File: config.mk
export PLATFORM = sky130hd
export DESIGN_NAME = pll_dyn_cfg_ctrl
export DESIGN_NICKNAME = d
export VERILOG_FILES = /design/src/rtl/pll_dyn_cfg_ctrl.sv
export SDC_FILE = /design/constraint.sdc
export NUM_CORES = 1
export LEC_CHECK = 0
export CAP_MARGIN = 20
export CORE_UTILIZATION = 44
export CTS_BUF_LIST = sky130_fd_sc_hd__clkbuf_16
export DETAILED_ROUTE_END_ITERATION = 12
export GPL_ROUTABILITY_DRIVEN = 0
export GPL_TIMING_DRIVEN = 0
export PLACE_DENSITY = 0.83
export SLEW_MARGIN = 10
export SYNTH_ARGS = -nofsm -noshare
export SYNTH_HDL_FRONTEND = slang
export SYNTH_SLANG_ARGS = --single-unit
File: constraint.sdc
create_clock -name clk -period 2.1 [get_ports clk]
set_input_delay 0.21 -clock clk [delete_from_list [all_inputs] [get_ports clk]]
set_output_delay 0.21 -clock clk [all_outputs]
set_load 0.02 [all_outputs]
File: src/rtl/pll_dyn_cfg_ctrl.sv
// pll_dyn_cfg_ctrl: PLL reset sequencing, lock qualification, lock-loss supervision
// and runtime reconfiguration of the PLL dynamic divider/duty/phase ports.
module pll_dyn_cfg_ctrl #(
   parameter int          RST_CYCLES   = 16,
   parameter int          LOCK_STABLE  = 64,
   parameter int          LOCK_TIMEOUT = 65536,
   parameter int          MAX_RETRY    = 2,
   parameter logic [9:0]  DEF_IDIV     = 10'd2,
   parameter logic [9:0]  DEF_FDIV     = 10'd32,
   parameter logic [9:0]  DEF_ODIV0    = 10'd100,
   parameter logic [9:0]  DEF_DUTY0    = 10'd100,
   parameter logic [12:0] DEF_PHASE0   = 13'd16
) (
   input  logic        clk,
   input  logic        rst,
   input  logic        cfg_valid,
   output logic        cfg_ready,
   input  logic [9:0]  cfg_idiv,
   input  logic [9:0]  cfg_fdiv,
   input  logic [9:0]  cfg_odiv0,
   input  logic [9:0]  cfg_duty0,
   input  logic [12:0] cfg_phase0,
   input  logic        pll_lock,
   output logic        pll_rst,
   output logic        rstodiv,
   output logic [9:0]  dyn_idiv,
   output logic [9:0]  dyn_fdiv,
   output logic [9:0]  dyn_odiv0,
   output logic [9:0]  dyn_duty0,
   output logic [12:0] dyn_phase0,
   output logic        locked,
   output logic        cfg_done,
   output logic        cfg_err,
   output logic [7:0]  lock_loss_cnt
);
   typedef enum logic [1:0] {RST_PLL, WAIT_LOCK, IDLE} state_t;
   state_t      state, state_d;
   logic        lock_m, lock_s;
   logic [19:0] cnt, cnt_d;
   logic [19:0] stab, stab_d;
   logic [7:0]  retry, retry_d;
   logic [9:0]  idiv_d, fdiv_d, odiv_d, duty_d;
   logic [12:0] phase_d;
   logic        locked_d, done_d, err_d;
   logic [7:0]  loss_d;
   logic        req_ok, loss;
   always_ff @(posedge clk) begin
      lock_m <= pll_lock;
      lock_s <= lock_m;
   end
   // duty must lie in [1, 2*odiv0-1]; widened so 2*odiv0 cannot wrap
   assign req_ok    = (|cfg_idiv) && (|cfg_fdiv) && (|cfg_odiv0) && (|cfg_duty0) &&
                      ({1'b0, cfg_duty0} < {cfg_odiv0, 1'b0});
   assign loss      = locked && !lock_s;
   assign cfg_ready = (state == IDLE) && !loss;
   assign pll_rst   = (state == RST_PLL);
   assign rstodiv   = !locked;
   always_comb begin
      state_d  = state;
      cnt_d    = cnt + 20'd1;
      stab_d   = 20'd0;
      retry_d  = retry;
      idiv_d   = dyn_idiv;
      fdiv_d   = dyn_fdiv;
      odiv_d   = dyn_odiv0;
      duty_d   = dyn_duty0;
      phase_d  = dyn_phase0;
      locked_d = locked;
      done_d   = 1'b0;
      err_d    = 1'b0;
      loss_d   = lock_loss_cnt;
      case (state)
         RST_PLL: begin
            locked_d = 1'b0;
            if (cnt == 20'(RST_CYCLES - 1)) begin
               state_d = WAIT_LOCK;
               cnt_d   = 20'd0;
            end
         end
         WAIT_LOCK: begin
            stab_d = lock_s ? stab + 20'd1 : 20'd0;
            if (lock_s && stab == 20'(LOCK_STABLE - 1)) begin
               state_d  = IDLE;
               cnt_d    = 20'd0;
               locked_d = 1'b1;
               done_d   = 1'b1;
               retry_d  = 8'd0;
            end else if (cnt == 20'(LOCK_TIMEOUT - 1)) begin
               cnt_d = 20'd0;
               if (retry < 8'(MAX_RETRY)) begin
                  retry_d = retry + 8'd1;
                  state_d = RST_PLL;
               end else begin
                  retry_d = 8'd0;
                  err_d   = 1'b1;
                  state_d = IDLE;
               end
            end
         end
         IDLE: begin
            cnt_d = 20'd0;
            // lock loss wins over a request arriving in the same cycle
            if (loss) begin
               locked_d = 1'b0;
               loss_d   = lock_loss_cnt + {7'd0, lock_loss_cnt != 8'hff};
               state_d  = RST_PLL;
            end else if (cfg_valid) begin
               if (req_ok) begin
                  idiv_d   = cfg_idiv;
                  fdiv_d   = cfg_fdiv;
                  odiv_d   = cfg_odiv0;
                  duty_d   = cfg_duty0;
                  phase_d  = cfg_phase0;
                  retry_d  = 8'd0;
                  locked_d = 1'b0;
                  state_d  = RST_PLL;
               end else begin
                  err_d = 1'b1;
               end
            end
         end
         default: state_d = RST_PLL;
      endcase
   end
   always_ff @(posedge clk) begin
      if (rst) begin
         state         <= RST_PLL;
         cnt           <= 20'd0;
         stab          <= 20'd0;
         retry         <= 8'd0;
         dyn_idiv      <= DEF_IDIV;
         dyn_fdiv      <= DEF_FDIV;
         dyn_odiv0     <= DEF_ODIV0;
         dyn_duty0     <= DEF_DUTY0;
         dyn_phase0    <= DEF_PHASE0;
         locked        <= 1'b0;
         cfg_done      <= 1'b0;
         cfg_err       <= 1'b0;
         lock_loss_cnt <= 8'd0;
      end else begin
         state         <= state_d;
         cnt           <= cnt_d;
         stab          <= stab_d;
         retry         <= retry_d;
         dyn_idiv      <= idiv_d;
         dyn_fdiv      <= fdiv_d;
         dyn_odiv0     <= odiv_d;
         dyn_duty0     <= duty_d;
         dyn_phase0    <= phase_d;
         locked        <= locked_d;
         cfg_done      <= done_d;
         cfg_err       <= err_d;
         lock_loss_cnt <= loss_d;
      end
   end
endmodule
==> metrics.txt <==
status complete, but fails checks; violated checks negative setup slack; die area 11630 um^2; Area Growth Syn to Fin 50.09%; Slew Limit Fails 0; Cell Int Power 0.004328 W; most frequent cells after synthesis 116 x dfxtp_1, 99 x nor2_1, 55 x mux2i_1; fill cell count 773; global route total overflow 0; Max clock buf depth 2; Worst-Margin Slew 0.6205 ns; first-pass GRT wire length 23.30 mm; Core Rows 38; post-synth top area cell dfxtp_1; Post-synth EDFFs 0; vias in the first global route 4682; fin area 7397 um^2; ratio of cells with drive above 1 in the final layout 0.1328; max_cap viols 0; max_slew headroom 0.5863; DRC viols 0; Iter 0 DRT Violations 267; Hold Path Class input pin to flop; R2R cell count 5; Yosys cell types 43; post-synth top area share 0.4712; Ports 124; detailed placement HPWL 9.764 mm; CP endpoint kind flop; Arr. time, crit path 2.47 ns; hold path startpoint cfg_duty0[3]; ys flop type dfxtp_1; CP max FO 5; Sinks on Clock Net 116; antenna violations before repair 1; sequential area share after synthesis 0.4712; die height 107.8 um; Leak Pwr 2.710 nW; RSZ-0062 raised after global routing true; syn_nets 599; Reg clk slew, reported paths 0.06 ns; vias 4635; P_sw 0.001219 W; Hold Path End dyn_duty0[3]$_SDFFE_PP0P_; Worst Clk Skew 0.008029 ns; cell with the most instances after synthesis dfxtp_1; Starting Density 0.4527; CTS Buf Count 17; clock share of power 0.556; Initial DRT Pass Iterations 5; Vias/cell 5.558; logic gate share of total power 0.045; R2R Setup Slk -0.02 ns; antenna viol nets, final 0; Largest stage delay, worst path 0.57 ns; Hold Crit Depth 3; Yosys reg bits 116; RR Startpoint cnt[16]$_SDFF_PP0_; core box area 10890 um^2; Final Setup Violations 28; Worst-Skew Late Latency 0.42 ns; critical path cell sequence or4_4 > o41ai_1 > o21ai_1 > or3b_1 > a21oi_1; total wire length 15.44 mm; final count of hold timing violations 0; Routed WL per cell 18.51 um; Synth area leaders dfxtp_1 47%, mux2i_1 11%, nor2_1 7.5%; Cell Area, Placed 6340 um^2; Cells after Synth 525; reg2reg end state[0]$_SDFFE_PP0P_; largest net degree at the start of global routing 17; fin worst setup slack -0.01931 ns; Syn Area/Cell 9.388 um^2; Worst path slowest cell or4_4; cell area after synthesis 4928 um^2; Power Dens Cells 749.8 nW/um^2; Buffers on Ports 123; switching share of total power 0.2198; CTS Hold Bufs 0; critical path class flop to flop; Max VDD drop 0.5409 mV; Synth async-reset ratio 0; CTS tree done; H-Tree Depth 4; Final Cycle Share 1.009; Fmax 471.9 MHz; Ys Warns 0; total track usage 0.2639; required time worst endpoint 2.45 ns; Die Wd 107.8 um; min Tclk post-route 2.119 ns; Root Driver clkbuf_16; nets 754; hold_ws 0.1288 ns; Sequential Power Share 0.400; startpoint type of the worst setup path flop
-- layout make-up --
type,count,area [um^2],area share
Multi-Input combinational cell,375,2676,0.3618
Sequential cell,116,2332,0.3153
Timing Repair Buffer,136,1353,0.1828
Clock buffer,17,425.4,0.05751
Clock inverter,15,205.2,0.02774
Tap cell,140,175.2,0.02368
Buffer,16,160.2,0.02165
Inverter,18,67.56,0.009134
Antenna cell,1,2.502,0.0003383
-- power by group through the flow --
stage,sequential (W),clock (W),combinational (W)
finish,0.00222,0.00308,0.000248
global route,0.00222,0.00322,0.000264
CTS,0.00222,0.00310,0.000225
detailed placement,0.00226,0,0.000221
global placement,0.00226,0,0.000214
floorplan,0.00226,0,0.0000700
-- layout by cell type (no fill, tap or decap), types with 7 or more instances in the layout --
| cell type | instances |
|---|---|
| dfxtp_1 | 112 |
| clkdlybuf4s50_1 | 108 |
| nor2_1 | 98 |
| mux2i_1 | 53 |
| nand2_1 | 34 |
| xor2_1 | 25 |
| inv_1 | 18 |
| clkbuf_16 | 18 |
| nand3_1 | 17 |
| ha_1 | 15 |
| xnor2_1 | 14 |
| buf_4 | 13 |
| dlygate4sd2_1 | 13 |
| nand4_1 | 12 |
| and3_1 | 12 |
| nor4_1 | 11 |
| a21oi_1 | 10 |
| clkbuf_1 | 8 |
| o21ai_0 | 7 |
-- flip-flops by register name, summed over array words and instances, names as in the netlist --
signal / count
dyn_phase0: 13
lock_m: 1
locked: 1
dyn_fdiv: 10
retry: 8
cfg_done: 1
dyn_duty0: 10
dyn_odiv0: 10
lock_loss_cnt: 8
lock_s: 1
stab: 20
cfg_err: 1
state: 2
dyn_idiv: 10
cnt: 20
-- metal layers --
metal / track usage / vias to the layer above / share of wire
met3: 0.05932 / 47 / 0.042
met5: 0 / - / 0
li1: - / 2151 / -
met4: 0.1272 / 0 / 0.033
met2: 0.4895 / 160 / 0.54
met1: 0.2792 / 2277 / 0.39
-- worst max path at each step --
stage                  startpoint                         end  slack (ns)  depth (start not counted)
3_5_place_dp         cfg_odiv0[5]    dyn_fdiv[5]$_SDFFE_PP1P_       -0.81                         11
6_report       cnt[16]$_SDFF_PP0_       state[0]$_SDFFE_PP0P_       -0.02                          5
2_1_floorplan        cfg_odiv0[5]   dyn_duty0[2]$_SDFFE_PP1P_        0.08                         10
5_1_grt              cfg_odiv0[3]         locked$_SDFFE_PP0P_       -0.13                         10
3_3_place_gp         cfg_odiv0[3]  dyn_phase0[4]$_SDFFE_PP1P_       -0.78                         11
4_1_cts              cfg_duty0[3]    dyn_idiv[1]$_SDFFE_PP1P_       0.009                         10
-- worst max-delay path: cells and delay by family, from the launching register on --
family	cells	cell delay, ns
DFF	1	0.36
and+or+nand+nor	2	0.97
AOI/OAI and AO/OA	3	0.71
-- logic make-up (layout without fill, tap and decap cells) --
group	Yosys count	after routing	synth area share
adder cells (fa/ha/maj)	17	17	0.04316
flip-flops	116	116	0.4712
buffers and inverters	34	202	0.03046
AND/OR/NAND/NOR	227	227	0.2239
AO/OA/AOI/OAI	37	37	0.05027
other	0	1	0
multiplexers	55	55	0.1117
XOR/XNOR	39	39	0.06931
-- through the flow --
step / setup slack, ns / setup TNS, ns / utilization / total power, W / instances
after floorplan: 0.07896 / 0 / - / 0.002331 / 525
after global placement: -0.7767 / -44.82 / 0.5823 / 0.002476 / 788
after detailed placement: -0.8088 / -47.31 / 0.5823 / 0.002483 / 788
after CTS: 0.009172 / 0 / 0.6602 / 0.005545 / 829
after global routing: -0.1289 / -3.776 / 0.6794 / 0.005700 / 834
final: -0.01931 / -0.2314 / 0.6794 / 0.005547 / 834
-- repair_timing --
item                       in CTS  in global routing
setup endpoints to repair      85                 88
buffers inserted                7                  3
gates resized for setup        49                 33
cloned                          2                  1
pin swaps                       8                  3
(Power assumes the default switching activity.)
